<file path="src/rtl/risc_v_pkg.sv">
// Shared encodings for the CPU memory subsystem: arbiter states, port owners
// and the supported memory latency window.
package risc_v_pkg;

    typedef enum logic [1:0] {
        ST_IDLE  = 2'd0,
        ST_ISSUE = 2'd1,
        ST_WAIT  = 2'd2
    } state_t;

    localparam logic OWNER_IF = 1'b0;
    localparam logic OWNER_D  = 1'b1;

    localparam int MEM_LATENCY_MIN = 1;
    localparam int MEM_LATENCY_MAX = 4;
    // Wide enough to hold MEM_LATENCY_MAX.
    localparam int CNT_WIDTH       = 3;

endpackage

</file>
<file path="src/rtl/rr_arbiter2.sv">
// Combinational two-way round-robin pick; on a tie the port that did not win
// last time is chosen.
module rr_arbiter2
    import risc_v_pkg::*;
(
    input  logic [1:0] req,
    input  logic [1:0] mask,
    input  logic       last_grant,
    output logic       grant_valid,
    output logic       grant_owner
);

    logic [1:0] eligible;

    assign eligible    = req & ~mask;
    assign grant_valid = |eligible;
    assign grant_owner = (&eligible) ? ~last_grant : eligible[OWNER_D];

endmodule

</file>
<file path="src/rtl/mem_arbiter.sv">
// Serialises instruction-fetch and load/store requests onto one memory port
// with a fixed read latency; read data and ready pulses are registered.
module mem_arbiter
    import risc_v_pkg::*;
#(
    parameter int ADDR_WIDTH  = 32,
    parameter int DATA_WIDTH  = 32,
    parameter int MEM_LATENCY = 1
) (
    input  logic                  clock,
    input  logic                  reset,
    input  logic                  if_req,
    input  logic [ADDR_WIDTH-1:0] if_addr,
    output logic [DATA_WIDTH-1:0] if_rdata,
    output logic                  if_ready,
    input  logic                  d_req,
    input  logic                  d_we,
    input  logic [ADDR_WIDTH-1:0] d_addr,
    input  logic [DATA_WIDTH-1:0] d_wdata,
    output logic [DATA_WIDTH-1:0] d_rdata,
    output logic                  d_ready,
    output logic                  mem_en,
    output logic                  mem_we,
    output logic [ADDR_WIDTH-1:0] mem_addr,
    output logic [DATA_WIDTH-1:0] mem_wdata,
    input  logic [DATA_WIDTH-1:0] mem_rdata,
    output logic                  busy
);

    state_t                state;
    logic [CNT_WIDTH-1:0]  cnt;
    logic                  owner;
    logic                  last_grant;
    logic [ADDR_WIDTH-1:0] lat_addr;
    logic [DATA_WIDTH-1:0] lat_wdata;
    logic                  lat_we;
    logic                  grant_valid;
    logic                  grant_owner;

    // A port whose ready pulse is visible this cycle is masked, so the
    // request it is about to drop cannot be granted a second time.
    rr_arbiter2 u_rr (
        .req         ({d_req, if_req}),
        .mask        ({d_ready, if_ready}),
        .last_grant  (last_grant),
        .grant_valid (grant_valid),
        .grant_owner (grant_owner)
    );

    assign mem_en    = (state == ST_ISSUE);
    assign mem_we    = mem_en & lat_we;
    assign mem_addr  = lat_addr;
    assign mem_wdata = lat_wdata;
    assign busy      = (state != ST_IDLE);

    always_ff @(posedge clock or negedge reset) begin
        if (!reset) begin
            state      <= ST_IDLE;
            cnt        <= '0;
            owner      <= OWNER_IF;
            last_grant <= OWNER_D;
            lat_addr   <= '0;
            lat_wdata  <= '0;
            lat_we     <= 1'b0;
            if_rdata   <= '0;
            d_rdata    <= '0;
            if_ready   <= 1'b0;
            d_ready    <= 1'b0;
        end else begin
            if_ready <= 1'b0;
            d_ready  <= 1'b0;
            case (state)
                ST_IDLE: begin
                    if (grant_valid) begin
                        owner      <= grant_owner;
                        last_grant <= grant_owner;
                        if (grant_owner == OWNER_D) begin
                            lat_addr  <= d_addr;
                            lat_we    <= d_we;
                            lat_wdata <= d_wdata;
                        end else begin
                            lat_addr  <= if_addr;
                            lat_we    <= 1'b0;
                            lat_wdata <= '0;
                        end
                        state <= ST_ISSUE;
                    end
                end
                ST_ISSUE: begin
                    cnt   <= CNT_WIDTH'(MEM_LATENCY);
                    state <= ST_WAIT;
                end
                ST_WAIT: begin
                    // Last wait cycle: mem_rdata is valid now.
                    if (cnt <= CNT_WIDTH'(1)) begin
                        cnt <= '0;
                        if (owner == OWNER_D) begin
                            d_ready <= 1'b1;
                            if (!lat_we) d_rdata <= mem_rdata;
                        end else begin
                            if_ready <= 1'b1;
                            if_rdata <= mem_rdata;
                        end
                        state <= ST_IDLE;
                    end else begin
                        cnt <= cnt - CNT_WIDTH'(1);
                    end
                end
                default: state <= ST_IDLE;
            endcase
        end
    end

endmodule

</file>
<file path="config.mk">
export PLATFORM = sky130hd
export DESIGN_NAME = mem_arbiter
export DESIGN_NICKNAME = d
export VERILOG_FILES = /design/src/rtl/risc_v_pkg.sv /design/src/rtl/rr_arbiter2.sv /design/src/rtl/mem_arbiter.sv
export SDC_FILE = /design/constraint.sdc
export NUM_CORES = 1
export LEC_CHECK = 0
export ABC_AREA = 1
export BUFFER_PORTS_ARGS = -buffer_cell sky130_fd_sc_hd__buf_2
export CAP_MARGIN = 20
export CORE_ASPECT_RATIO = 0.8
export CORE_MARGIN = 2
export CORE_UTILIZATION = 45
export CTS_CLUSTER_DIAMETER = 200
export DETAILED_ROUTE_END_ITERATION = 7
export PLACE_DENSITY = 0.76
export SLEW_MARGIN = 5
export SYNTH_ARGS = -nofsm -noshare
export SYNTH_HDL_FRONTEND = slang
export SYNTH_SLANG_ARGS = --single-unit
</file>
<file path="constraint.sdc">
create_clock -name clock -period 1.51 [get_ports clock]
set_input_delay 0.151 -clock clock [delete_from_list [all_inputs] [get_ports clock]]
set_output_delay 0.151 -clock clock [all_outputs]
set_load 0.01 [all_outputs]
</file>
==> results.json, run 1 <==
{
  "avgSynthCellArea_um2": 8.16,
  "drt_iter0_drcs": 469,
  "setup_violations": 0,
  "via_cell_ratio": 4.94,
  "timing_worst_slew_pin_value_ns": 0.466,
  "htreeDepth": 4,
  "floorplan.die.height_um": 109,
  "max_clock_freq_ghz": 0.677,
  "cap_violations": 0,
  "first_global_vias": 5948,
  "die_x_um": 136,
  "synth-warning-count": 0,
  "die-area_um2": 14800,
  "power.density_cell_area_nw_per_um2": 2080,
  "finalMaxSlewViolations": 0,
  "irDropWorstVdd_v": 0.00116,
  "static-leakage-power_nw": 5.39,
  "fraction_of_power_spent_switching_nets_pct": 38.9,
  "yosys.cell_count.top_type": "sky130_fd_sc_hd__nand2_1",
  "critPathMaxFanout": 8,
  "synth_flop_cell": "sky130_fd_sc_hd__dfrtp_1",
  "critPathMaxStageDelay_ns": 0.40,
  "pin_count_of_the_biggest_net_entering_global_routing": 65,
  "min_period_ns": 1.48,
  "nets": 1223,
  "synth_commonest_cells": "sky130_fd_sc_hd__nand2_1 (344), sky130_fd_sc_hd__dfrtp_1 (137), sky130_fd_sc_hd__inv_1 (73), sky130_fd_sc_hd__nand3_1 (69), sky130_fd_sc_hd__nand4_1 (65)",
  "cp_data_required_time_ns": 1.80,
  "arrival_time_reported_for_the_critical_path_endpoint_ns": 1.77,
  "r2r_setup_slack_ns": 0.03,
  "route.detailed.wl_per_inst_um": 15.3,
  "worst_setup_path_start_kind": "flop",
  "power.switching_mw": 7.54,
  "synth_seq_area_share_pct": 55.4,
  "distinct_cell_type_count_of_the_synthesized_netlist": 21,
  "fp.coreArea_um2": 13600,
  "number_of_antenna_violations_at_the_first_check_in_global_routing": 0,
  "async_set_or_reset_register_ratio_after_synthesis_pct": 100,
  "crit_chain": "inv_2 -> ha_4 -> nand2_2 -> nand2_4 -> nand3_4 -> clkbuf_16 -> nand2_1 -> nand2_1",
  "global_route.overflow_total": 0,
  "synth.net_count": 904,
  "post-route-util_pct": 68.6,
  "cpMaxStageDelayCell": "sky130_fd_sc_hd__dfrtp_1",
  "ioPinCount": 266,
  "ctsLongestPathBuffers": 2,
  "cts.reportedPaths.clkPinSlew_ns": 0.06,
  "clkLatencyLatePin_ns": 0.41,
  "timing.critical_path.mode_cell": "sky130_fd_sc_hd__nand2_1",
  "port-buffer-count": 265,
  "first_pass_iters": 5,
  "hpwlAfterDp_mm": 11.8,
  "totalWireLength_mm": 19.5,
  "timing.critical_path.buf_inv": 2,
  "tritoncts_clock_tree": "yes",
  "min-delay-path-class": "in -> reg",
  "synth.top_cell.area_share_pct": 54.9,
  "outcome": "complete, no violations",
  "synth-seq-cells": 138,
  "power.share.sequential_pct": 32.6,
  "numClockSinks": 138,
  "antennaDiodeCount": 0,
  "synth.area.top_cells": "sky130_fd_sc_hd__dfrtp_1 (55%), sky130_fd_sc_hd__nand2_1 (21%), sky130_fd_sc_hd__nand4_1 (6.5%)",
  "number_of_flops_mapped_to_enable_cells_by_yosys": 0,
  "worstSetupPathType": "reg -> reg",
  "gpl.final_weighted_congestion": 0.841,
  "final_hold_viol_count": 0,
  "syn_inst": 765,
  "cts_inserted_buffers": 17,
  "num_rows": 38,
  "final_min_period_over_clock_period_pct": 97.8,
  "floorplan.initialDensity_pct": 46.1,
  "report.power.total_mw": 19.4,
  "groute.usage.overall_pct": 25.0,
  "internal-power_mw": 11.8,
  "detail_route.drc_violations": 0,
  "setup.worst_path.end_class": "flop",
  "grt_first_pass_wirelength_mm": 29.1,
  "via_count": 6293,
  "comb_power_share_pct": 43.2,
  "maxSlewHeadroom_pct": 68.9,
  "root_buffer": "sky130_fd_sc_hd__clkbuf_16",
  "drive_gt1_share_pct": 32.2,
  "biggest_area_consumer_among_synthesized_cells": "sky130_fd_sc_hd__dfrtp_1",
  "grt_setup_unrepaired": "yes",
  "syn-cell-area_um2": 6240,
  "share_clk_of_total_power_pct": 24.2,
  "clock-skew-final_ns": 0.00996,
  "synthToLayoutAreaGrowth_pct": 48.9,
  "critPathTopFamily": "simple AND/OR/NAND/NOR gates",
  "final_antenna_net_count": 0
}
-- kinds of logic after synthesis --
| kind of cell | after synthesis | share of synthesized area [%] |
|---|---|---|
| buffers and inverters | 127 | 9.06 |
| AOI/OAI and AO/OA | 5 | 0.441 |
| DFF | 138 | 55.4 |
| adders and majority gates | 6 | 1.20 |
| xor gates and xnor gates | 1 | 0.140 |
| and+or+nand+nor | 488 | 33.8 |
-- repair_timing --
action / in CTS / in global routing
buffers inserted: 0 / 2
cloned: 1 / 6
endpoints found under the hold margin: 95 / 0
pin swaps: 2 / 2
endpoints found under the setup margin: 36 / 112
hold buffers: 50 / 0
gates resized for setup: 9 / 17
-- worst register-to-register path: cells and delay by family, from the launching register on --
family / cells / cell delay [ns]
simple gates: 5 / 0.52
fa+ha+maj: 1 / 0.14
flops: 1 / 0.40
buf+inv: 2 / 0.31
-- layer usage --
layer	vias up	global-route usage (%)	routed length [µm]
met3	39	4.52	1340
li1	3048	-	-
met2	272	41.2	9390
met4	0	10.9	534
met5	-	0	0
met1	2934	32.7	8260
-- flip-flops by register name, indices dropped and copies added, names as in the netlist --
name	count
if_ready	1
state	2
mem_wdata	32
lat_we	1
cnt	3
owner	1
d_rdata	32
mem_addr	32
if_rdata	32
last_grant	1
d_ready	1
-- final timing paths --
kind                               startpoint      endpoint  depth (start not counted)
min in group asynchronous               reset  mem_addr[10]                          2
worst max register to register         cnt[1]   d_rdata[14]                          8
worst min-delay path            mem_rdata[17]  if_rdata[17]                          3
worst max-delay path                   cnt[1]   d_rdata[14]                          8
max in group asynchronous               reset    last_grant                          3
worst min register to register   if_rdata[10]  if_rdata[10]                          2
-- power by group through the flow --
stage                     Combinational, mW  Sequential [mW]  Clock, mW
after global placement                 7.43             6.26          0
after CTS                              7.82             6.29       4.75
after global routing                   9.23             6.51       4.92
after detailed placement               7.61             6.27          0
after floorplan                        3.66             7.02          0
final                                  8.36             6.32       4.68
-- area by class of cell --
class | instances | area [µm²]
well taps | 180 | 225
inverters | 78 | 295
flip-flops and latches | 138 | 3450
fillers | 1043 | 4260
multi-input cells | 501 | 2320
clock inverters | 11 | 219
repair buffers | 348 | 2330
clock buffers | 19 | 443
-- stage by stage --
stage | instances | worst slack, ns | setup TNS, ns | instance area, µm² | hold WS (ns)
detailed placement | 1186 | -0.0833 | -1.52 | 7840 | 0.118
finish | 1275 | 0.0328 | 0 | 9300 | 0.0140
global route | 1275 | -0.0584 | -0.216 | 9300 | 0.00778
floorplan | 765 | 0.198 | 0 | 6240 | -0.145
CTS | 1267 | 0.00271 | 0 | 9040 | 0.000353
global placement | 1186 | -0.0134 | -0.0537 | 7840 | 0.115
-- layout by cell type (no fill, tap or decap), drive strengths merged --
cell,instances
dlygate4sd3,50
o21bai,1
nor2,8
ha,6
buf,293
bufinv,6
clkbuf,24
o21ai,2
dfstp,1
inv,79
nand2,346
a21oi,2
nand3,70
dfrtp,137
clkinv,3
xor2,1
clkinvlp,1
nand4,65
(Power assumes the default switching activity.)
==> inputs of run 2 (changes only) <==
Settings changed: ABC_AREA 1 to default, PLACE_DENSITY 0.76 to 0.78, SLEW_MARGIN 5 to 15.
==> run 2 against run 1 <==
Compared with the run above:
- the run now ends with negative setup slack left
- non-clock buffer count up 77
- synthesized area fell by 12%
- die area is 11% lower
- critical path type unchanged
==> results.json, run 2 <==
{
  "outcome": "finished, violations left",
  "violations": "negative setup slack",
  "nets": 990,
  "synthToLayoutAreaGrowth_pct": 87.3,
  "worst_slack_ns": -0.322,
  "synth.area.top_cells": "sky130_fd_sc_hd__dfrtp_1 (62%), sky130_fd_sc_hd__mux2_2 (13%), sky130_fd_sc_hd__a21oi_1 (6.0%)",
  "max_clock_freq_ghz": 0.546,
  "synth_commonest_cells": "sky130_fd_sc_hd__dfrtp_1 (137), sky130_fd_sc_hd__a21oi_1 (66), sky130_fd_sc_hd__mux2_2 (62), sky130_fd_sc_hd__nor2_1 (35)",
  "pin_count_of_the_biggest_net_entering_global_routing": 44,
  "worstSetupPathType": "reg -> reg",
  "groute.usage.overall_pct": 28.7,
  "totalWireLength_mm": 23.0,
  "drt_iter0_drcs": 277,
  "critPathMaxStageDelay_ns": 0.40,
  "setup.worst_path.end_class": "flop",
  "dp.cells": 849,
  "final_antenna_net_count": 0,
  "port-buffer-count": 265,
  "timing_worst_slew_pin_value_ns": 0.387,
  "distinct_cell_type_count_of_the_synthesized_netlist": 30,
  "cts.reportedPaths.clkPinSlew_ns": 0.07,
  "num_rows": 36,
  "drive_gt1_share_pct": 62.6,
  "grt_first_pass_wirelength_mm": 28.4,
  "arrival_time_reported_for_the_critical_path_endpoint_ns": 2.13,
  "htreeDepth": 4,
  "min-delay-path-class": "in -> reg",
  "ctsLongestPathBuffers": 2,
  "number_of_flops_mapped_to_enable_cells_by_yosys": 0,
  "min_delay_path_depth": 3,
  "synth.top_cell.area_share_pct": 62.1,
  "critPathTopFamily": "buffers and inverters",
  "via_count": 5610,
  "synth_seq_area_share_pct": 62.6,
  "yosys.cell_count.top_type": "sky130_fd_sc_hd__dfrtp_1",
  "avgSynthCellArea_um2": 12.7,
  "layout_common_cells": "sky130_fd_sc_hd__buf_2 (262), sky130_fd_sc_hd__dfrtp_1 (136), sky130_fd_sc_hd__dlygate4sd3_1 (98)",
  "via_cell_ratio": 5.52,
  "final_min_period_over_clock_period_pct": 121,
  "die_x_um": 128,
  "cp_data_required_time_ns": 1.81,
  "maxSlewHeadroom_pct": 74.2,
  "global_route.overflow_total": 0,
  "gpl.final_weighted_congestion": 0.784,
  "syn-cell-area_um2": 5520,
  "setup_violations": 130,
  "clkLatencyLatePin_ns": 0.42,
  "floorplan.die.height_um": 103,
  "min_period_ns": 1.83,
  "ioPinCount": 266,
  "synth-warning-count": 0,
  "layoutNonFillerInstCount": 1017,
  "detail_route.drc_violations": 0,
  "number_of_antenna_violations_at_the_first_check_in_global_routing": 2,
  "grt_setup_unrepaired": "yes",
  "first_global_vias": 5465,
  "aggregate_negative_setup_slack_ns": -20.47,
  "static-leakage-power_nw": 5.06,
  "worstSetupPathDepth": 8,
  "root_buffer": "sky130_fd_sc_hd__clkbuf_16",
  "crit_chain": "inv_2 -> ha_4 -> o21ba_4 -> buf_6 -> nor2_4 -> nand4b_4 -> buf_12 -> mux2_4",
  "synth-seq-cells": 138,
  "clock-skew-final_ns": 0.0146,
  "final_hold_viol_count": 0,
  "syn_inst": 433,
  "die-area_um2": 13200,
  "report.power.total_mw": 22.4,
  "irDropWorstVdd_v": 0.00145,
  "power.density_cell_area_nw_per_um2": 2170,
  "route.detailed.wl_per_inst_um": 22.6,
  "tritoncts_clock_tree": "yes",
  "cap_violations": 0,
  "worstRegToRegCells": 8,
  "timing.critical_path.buf_inv": 3,
  "critPathMaxFanout": 14,
  "hpwlAfterDp_mm": 10.7,
  "worst_setup_path_start_kind": "flop",
  "first_pass_iters": 4,
  "async_set_or_reset_register_ratio_after_synthesis_pct": 100,
  "synth.net_count": 572,
  "cts_inserted_buffers": 17,
  "mostFrequentLayoutCell": "sky130_fd_sc_hd__buf_2",
  "biggest_area_consumer_among_synthesized_cells": "sky130_fd_sc_hd__dfrtp_1",
  "fp.coreArea_um2": 12100,
  "numClockSinks": 138,
  "finalMaxSlewViolations": 0,
  "synth_flop_cell": "sky130_fd_sc_hd__dfrtp_1",
  "cpMaxStageDelayCell": "sky130_fd_sc_hd__dfrtp_1",
  "floorplan.initialDensity_pct": 45.7
}
==> run 2: cell count changes after synthesis, moves of 5 or more <==
cell / previous run / this run
sky130_fd_sc_hd__nand2_1: 344 / 33
sky130_fd_sc_hd__nand3_1: 69 / 1
sky130_fd_sc_hd__inv_1: 73 / 6
sky130_fd_sc_hd__nand4_1: 65 / 0
sky130_fd_sc_hd__a21oi_1: 2 / 66
sky130_fd_sc_hd__mux2_2: 0 / 62
sky130_fd_sc_hd__a22o_1: 0 / 33
sky130_fd_sc_hd__nor2_1: 4 / 35
sky130_fd_sc_hd__buf_2: 26 / 8
sky130_fd_sc_hd__buf_4: 5 / 0
sky130_fd_sc_hd__inv_2: 5 / 0
==> run 2: routing by layer <==
metal	wire length [µm]	share of wire, %	GRT usage, %
met5	16	0.070	0
met4	1230	5.4	13.9
met3	1760	7.7	7.27
met2	11800	51	52.1
met1	8170	36	31.9
==> run 2: final cells by class <==
class | instances | area (µm²)
diodes | 1 | 2.50
repair buffers | 425 | 3270
clock inverters | 14 | 161
flip-flops and latches | 138 | 3460
fillers | 537 | 1730
multi-input cells | 263 | 2790
inverters | 6 | 25.0
well taps | 152 | 190
clock buffers | 18 | 439
==> run 2: cells by family (layout without fill, tap and decap cells) <==
| kind of cell | Yosys count | after routing | share of synthesized area, % |
|---|---|---|---|
| and+or+nand+nor | 79 | 79 | 6.55 |
| AOI/OAI and AO/OA | 113 | 113 | 12.9 |
| adders and majority gates | 6 | 6 | 1.36 |
| buffers and inverters | 32 | 463 | 3.17 |
| other | 0 | 1 | 0 |
| DFF | 138 | 138 | 62.6 |
| muxes | 65 | 65 | 13.4 |
==> run 2: worst paths after layout <==
check	start	slack [ns]	end
worst min register to register	mem_wdata[22]	0.51	mem_wdata[22]
min in group asynchronous	reset	0.13	if_rdata[10]
worst max register to register	cnt[1]	-0.32	d_rdata[10]
worst min-delay path	d_addr[18]	0.03	mem_addr[18]
max in group asynchronous	reset	0.79	if_rdata[21]
worst max-delay path	cnt[1]	-0.32	d_rdata[10]
==> run 2: repair_timing <==
action,CTS,global route
endpoints found under the hold margin,265,0
pin swaps,5,41
resized for setup,59,159
buffers inserted,14,9
hold buffers,98,0
gates cloned,4,16
setup endpoints to repair,120,138
==> run 2: where the power goes <==
group	switching, mW	internal, mW	total (mW)
Clock	1.73	2.52	4.25
Sequential	1.32	5.41	6.73
Combinational	5.45	6.01	11.5
==> run 2: through the flow <==
step / hold slack (ns) / util, % / setup WS, ns / area, µm²
2_1_floorplan: -0.145 / - / -0.313 / 5660
3_3_place_gp: -0.0132 / 60.8 / -0.252 / 7340
3_5_place_dp: -0.00890 / 60.8 / -0.316 / 7340
4_1_cts: 0.00917 / 77.1 / -0.287 / 9310
5_1_grt: 0.0124 / 85.6 / -0.373 / 10300
6_report: 0.0268 / 85.6 / -0.322 / 10300
==> run 2: tightest hold or removal path, cell delays in order <==
cell and delay [ns]:
sky130_fd_sc_hd__buf_2 0.10, sky130_fd_sc_hd__a21oi_4 0.05, sky130_fd_sc_hd__a21oi_2 0.09
